## src/rtl/decoder5to32_seq_pkg.sv

```systemverilog
// decoder5to32_seq shared types.
// Window FSM state encoding.
package decoder5to32_seq_pkg;

   typedef enum logic [1:0] {
      IDLE = 2'd0,
      HOLD = 2'd1,
      GAP  = 2'd2
   } state_t;

endpackage

```

## src/rtl/decoder5to32_seq_if.sv

```systemverilog
// Code-in / one-hot-out bus for decoder5to32_seq.
// master drives codes, slave is the decoder.
interface decoder5to32_seq_if;

   logic        in_valid;
   logic        in_ready;
   logic [4:0]  A;
   logic        E;
   logic [31:0] Y;
   logic        V;
   logic        busy;
   logic        done;

   modport master (
      output in_valid, A, E,
      input  in_ready, Y, V, busy, done
   );

   modport slave (
      input  in_valid, A, E,
      output in_ready, Y, V, busy, done
   );

endinterface

```

## src/rtl/decoder5to32_seq_dec.sv

```systemverilog
// Combinational 5-to-32 one-hot decoder with enable.
// en=0 forces an all-zero output.
module decoder5to32 (
   input  logic [4:0]  a,
   input  logic        en,
   output logic [31:0] y
);

   always_comb begin
      y = '0;
      if (en) y[a] = 1'b1;
   end

endmodule

```

## src/rtl/decoder5to32_seq.sv

```systemverilog
// Registered 5-to-32 decoder with valid/ready input
// and a timed HOLD/GAP output window per accepted code.
module decoder5to32_seq
   import decoder5to32_seq_pkg::*;
#(
   parameter int HOLD_CYCLES = 4,
   parameter int GAP_CYCLES  = 1,
   parameter int CNT_W       = 16
) (
   input logic             clk,
   input logic             rst,
   decoder5to32_seq_if.slave bus
);

   localparam longint CNT_MAX = (64'd1 << CNT_W) - 1;

   if (HOLD_CYCLES < 1 || HOLD_CYCLES > CNT_MAX ||
       GAP_CYCLES < 0 || GAP_CYCLES > CNT_MAX)
   begin : g_bad_cfg
      $error("decoder5to32_seq: HOLD/GAP out of range");
   end

   localparam logic [CNT_W-1:0] HOLD_LD =
      CNT_W'(HOLD_CYCLES - 1);
   localparam logic [CNT_W-1:0] GAP_LD =
      CNT_W'((GAP_CYCLES > 0) ? GAP_CYCLES - 1 : 0);
   localparam bit NO_GAP = (GAP_CYCLES == 0);

   state_t           state;
   state_t           nstate;
   logic [CNT_W-1:0] cnt;
   logic [CNT_W-1:0] ncnt;
   logic [4:0]       a_q;
   logic             e_q;
   logic [31:0]      y_q;
   logic [31:0]      y_next;
   logic [31:0]      dec_y;
   logic [4:0]       dec_a;
   logic             dec_e;
   logic             xfer;
   logic             cnt_zero;

   assign xfer     = bus.in_valid && (state == IDLE);
   assign cnt_zero = (cnt == '0);

   // Decode the live code on the accepting edge so Y is
   // one-hot in the very first HOLD cycle.
   assign dec_a = xfer ? bus.A : a_q;
   assign dec_e = xfer ? bus.E : e_q;

   decoder5to32 u_dec (
      .a  (dec_a),
      .en (dec_e),
      .y  (dec_y)
   );

   always_comb begin
      nstate = state;
      ncnt   = cnt;
      unique case (state)
         IDLE: begin
            if (xfer) begin
               nstate = HOLD;
               ncnt   = HOLD_LD;
            end
         end
         HOLD: begin
            if (!cnt_zero) begin
               ncnt = cnt - 1'b1;
            end else if (NO_GAP) begin
               nstate = IDLE;
               ncnt   = '0;
            end else begin
               nstate = GAP;
               ncnt   = GAP_LD;
            end
         end
         GAP: begin
            if (!cnt_zero) begin
               ncnt = cnt - 1'b1;
            end else begin
               nstate = IDLE;
            end
         end
         default: begin
            nstate = IDLE;
            ncnt   = '0;
         end
      endcase
   end

   assign y_next = (nstate == HOLD) ? dec_y : '0;

   always_ff @(posedge clk or posedge rst) begin
      if (rst) begin
         state <= IDLE;
         cnt   <= '0;
         a_q   <= '0;
         e_q   <= 1'b0;
         y_q   <= '0;
      end else begin
         state <= nstate;
         cnt   <= ncnt;
         y_q   <= y_next;
         if (xfer) begin
            a_q <= bus.A;
            e_q <= bus.E;
         end
      end
   end

   assign bus.Y        = y_q;
   assign bus.V        = |y_q;
   assign bus.busy     = (state != IDLE);
   assign bus.in_ready = (state == IDLE);
   assign bus.done     = cnt_zero &&
      ((state == GAP) || (state == HOLD && NO_GAP));

endmodule

```

## src/flat_wrapper.sv

```systemverilog
// flat-port wrapper written by rule: the top's interface ports become plain ports
module decoder5to32_seq_flat import decoder5to32_seq_pkg::*;
#(
   parameter int HOLD_CYCLES = 4,
   parameter int GAP_CYCLES  = 1,
   parameter int CNT_W       = 16
)
  (clk, rst, bus_in_valid, bus_A, bus_E, bus_in_ready, bus_Y, bus_V, bus_busy, bus_done);
  decoder5to32_seq_if bus_i ();
  input logic clk;
  input logic rst;
  input wire logic [$bits(bus_i.in_valid)-1:0] bus_in_valid;
  input wire logic [$bits(bus_i.A)-1:0] bus_A;
  input wire logic [$bits(bus_i.E)-1:0] bus_E;
  output wire logic [$bits(bus_i.in_ready)-1:0] bus_in_ready;
  output wire logic [$bits(bus_i.Y)-1:0] bus_Y;
  output wire logic [$bits(bus_i.V)-1:0] bus_V;
  output wire logic [$bits(bus_i.busy)-1:0] bus_busy;
  output wire logic [$bits(bus_i.done)-1:0] bus_done;
  assign bus_i.in_valid = bus_in_valid;
  assign bus_i.A = bus_A;
  assign bus_i.E = bus_E;
  assign bus_in_ready = bus_i.in_ready;
  assign bus_Y = bus_i.Y;
  assign bus_V = bus_i.V;
  assign bus_busy = bus_i.busy;
  assign bus_done = bus_i.done;
  decoder5to32_seq #(.HOLD_CYCLES(HOLD_CYCLES), .GAP_CYCLES(GAP_CYCLES), .CNT_W(CNT_W)) u_core (.clk(clk), .rst(rst), .bus(bus_i));
endmodule
```

## config.mk

```make
export PLATFORM = sky130hd
export DESIGN_NAME = decoder5to32_seq_flat
export DESIGN_NICKNAME = d
export VERILOG_FILES = /design/src/rtl/decoder5to32_seq_pkg.sv /design/src/rtl/decoder5to32_seq_if.sv /design/src/rtl/decoder5to32_seq_dec.sv /design/src/rtl/decoder5to32_seq.sv /design/src/flat_wrapper.sv
export SDC_FILE = /design/constraint.sdc
export NUM_CORES = 1
export LEC_CHECK = 0
export CAP_MARGIN = 5
export CORE_ASPECT_RATIO = 0.8
export CORE_UTILIZATION = 51
export CTS_CLUSTER_SIZE = 30
export DETAILED_ROUTE_END_ITERATION = 7
export PLACE_DENSITY = 0.79
export SYNTH_ARGS = -nofsm -noshare
export SYNTH_HDL_FRONTEND = slang
export SYNTH_SLANG_ARGS = --single-unit
```

## constraint.sdc

```tcl
create_clock -name clk -period 3.2 [get_ports clk]
set_clock_uncertainty 0.2 [all_clocks]
set_input_delay 0.32 -clock clk [delete_from_list [all_inputs] [get_ports clk]]
set_output_delay 0.32 -clock clk [all_outputs]
set_load 0.01 [all_outputs]
```

==> results.py <==
metrics = {
    "run_status": {
        "status": "completed",
    },
    "floorplanning": {
        "fp.coreArea_sq_um": 4310,
        "start_util_pct": 55.0,
        "dieArea_sq_um": 4920,
        "ios": 45,
        "die_x_microns": 78.2,
        "die_h_microns": 63.0,
        "std_cell_rows": 21,
    },
    "finish": {
        "final_cell_mix": "dfrtp_1, nor2_1, clkdlybuf4s50_1",
        "drive_gt1_share_pct": 10.3,
        "area_growth_pct": 26.4,
        "final_common_cell": "dfrtp_1",
        "diodes": 0,
        "final_nets": 282,
    },
    "placement": {
        "hpwlAfterDp_microns": 3440,
        "portBuffers": 44,
        "gp_congestion": 0.851,
    },
    "grt": {
        "grtUsageMet3_pct": 3.94,
        "use_met2_pct": 32.8,
        "grtUsageMet1_pct": 32.6,
        "first_global_vias": 1693,
        "grt_util_all_layers_pct": 21.8,
        "grt_busiest_layer": "met2",
        "grt_pass1_wl_microns": 8330,
        "grt_max_degree": 57,
        "grt_overflow": 0,
        "antenna_found_initial": 0,
    },
    "clocking": {
        "cts_setup_buffers": 0,
        "cts_htree_levels": 2,
        "cts_tree": "built",
        "cts_root_buf": "clkbuf_8",
        "clk-insertion-delay-late_ns": 0.31,
        "numCtsBuffers": 5,
        "clk_pin_slew_ns": 0.11,
        "clock_path_buffers": 2,
        "clock_sinks": 56,
    },
    "setup_path": {
        "required_ns": 2.68,
        "cp_num_buf_inv": 1,
        "critPathSlowestCell": "or4_1",
        "critPathLaunchType": "flip-flop",
        "ff2ff_path_depth": 5,
        "worstSetupPathType": "reg -> out",
        "critical_path_depth": 4,
        "cp_cell_sequence": "or4_1, nor4_4, and2_4, clkdlybuf4s50_1",
        "reg2reg_slack_ns": 0.60,
        "end_kind": "primary output",
        "crit_path_max_incr_delay_ns": 0.71,
        "cp_top_family": "simple AND/OR/NAND/NOR gates",
        "crit_arrival_ns": 2.53,
        "path_max_fanout": 8,
    },
    "sta": {
        "layout_min_cycle_time_ns": 3.05,
        "setup_viol": 0,
        "setup_tns_ns": 0,
        "period_share_pct": 95.3,
        "hold_viol_final": 0,
        "timing.slew.headroom_pct": 55.5,
        "worst_pin_slew_ns": 0.667,
        "fmax_mhz": 328,
        "whs_ns": 0.313,
        "grt_setup_unrepaired": "no",
        "drv_slew": 0,
    },
    "logic_synthesis": {
        "ys_types": 36,
        "synthesis.area_sq_um": 2370,
        "ys_seq_area_share_pct": 59.2,
        "synth-edff-count": 0,
        "syn-num-nets": 232,
        "ys_ff_latch": 56,
        "synthCells": 221,
        "synth_area_per_cell_sq_um": 10.7,
        "synth_ff_type": "dfrtp_1",
        "async_reset_ff_share_pct": 100,
        "ys_warn_count": 0,
    },
    "pwr": {
        "leakage_nw": 1.32,
        "peakVddDrop_mv": 0.519,
        "powerDensity_nw_per_um2": 863,
    },
    "flow_run": {
        "cap_violations": 0,
    },
    "min_path": {
        "hold_path_class": "in -> async",
    },
    "detailed_routing": {
        "ant_nets": 0,
        "routed_wl_microns": 4830,
        "drt_iter0_drc": 180,
        "wl_per_cell_microns": 14.7,
        "vias": 1798,
        "first_pass_iters": 4,
        "drcViolationCount": 0,
        "via_per_inst": 5.47,
    },
}
==> area by class of cell <==
class,instances,area (sq um)
clock buffer,5,68.8
inverter,9,33.8
multi-input combinational,151,920
tap,57,71.3
sequential,56,1400
fill,346,1320
timing repair buffer,48,470
clock inverter,3,27.5
==> per-layer routing <==
metal	share of wire, %	routed length [microns]
met4	0.95	46
met5	0	0
met3	6.6	317
met1	46	2220
met2	46	2250
==> cell families after synthesis <==
family          share of synthesized area, %
flops                                   59.2
fa+ha+maj                               1.06
compound gates                          4.54
simple gates                            26.2
buf+inv                                 2.64
xor+xnor                                2.96
mux                                     3.43
==> Yosys cell counts (all sizes together), types with 2 or more instances <==
| cell | instances | area [sq um] |
|---|---|---|
| and3 | 2 | 12.5 |
| nand4 | 3 | 18.8 |
| and2 | 3 | 18.8 |
| nand3 | 5 | 45.0 |
| clkbuf | 2 | 7.51 |
| o21ai | 2 | 10.0 |
| xnor2 | 8 | 70.1 |
| nor3 | 4 | 20.0 |
| mux2i | 7 | 70.1 |
| or2 | 2 | 12.5 |
| a21oi | 7 | 35.0 |
| or4 | 3 | 26.3 |
| dfrtp | 56 | 1400 |
| nor2b | 2 | 12.5 |
| nor4 | 19 | 131 |
| ha | 2 | 25.0 |
| inv | 9 | 33.8 |
| nor2 | 51 | 191 |
| nand2 | 13 | 48.8 |
| or3 | 7 | 43.8 |
| buf | 3 | 21.3 |
==> state kept, by name, indices dropped and copies added (netlist names) <==
signal	flops
u_core.bus.Y	32
u_core.cnt	16
u_core.a_q	5
u_core.state	2
u_core.e_q	1
==> timing repair <==
| action | in CTS | in global routing |
|---|---|---|
| resized for setup | 3 | 0 |
| hold buffers | 0 | 0 |
| endpoints found under the setup margin | 1 | 0 |
==> stage by stage <==
stage	instance area [sq um]	power, W	setup slack, ns	cells	utilization [%]
final	2990	0.00258	0.152	329	69.5
after detailed placement	2880	0.00216	0.300	321	66.9
after global routing	2990	0.00278	0.0517	329	69.5
after CTS	2990	0.00258	0.145	329	69.5
after global placement	2880	0.00213	0.364	321	66.9
after floorplan	2370	0.00183	0.736	221	-
==> power by group <==
part	internal [W]	leakage [nW]	switching [W]
Combinational	0.000511	0.518	0.000687
Clock	0.000161	0.0463	0.000242
Sequential	0.000860	0.753	0.000120
Total	0.00153	1.32	0.00105
==> worst paths after layout <==
kind                               startpoint                to
worst max-delay path            u_core.cnt[8]          bus_done
worst min-delay path                      rst   u_core.bus.Y[4]
worst max register to register  u_core.cnt[8]  u_core.bus.Y[27]
worst min register to register  u_core.a_q[0]     u_core.a_q[0]
max in group asynchronous                 rst  u_core.bus.Y[25]
min in group clk                u_core.a_q[0]     u_core.a_q[0]
==> tightest hold or removal path, cell delays in order <==
cell and delay, ns:
clkdlybuf4s50_1 0.42, inv_2 0.05, buf_4 0.54
(Power assumes the default switching activity.)
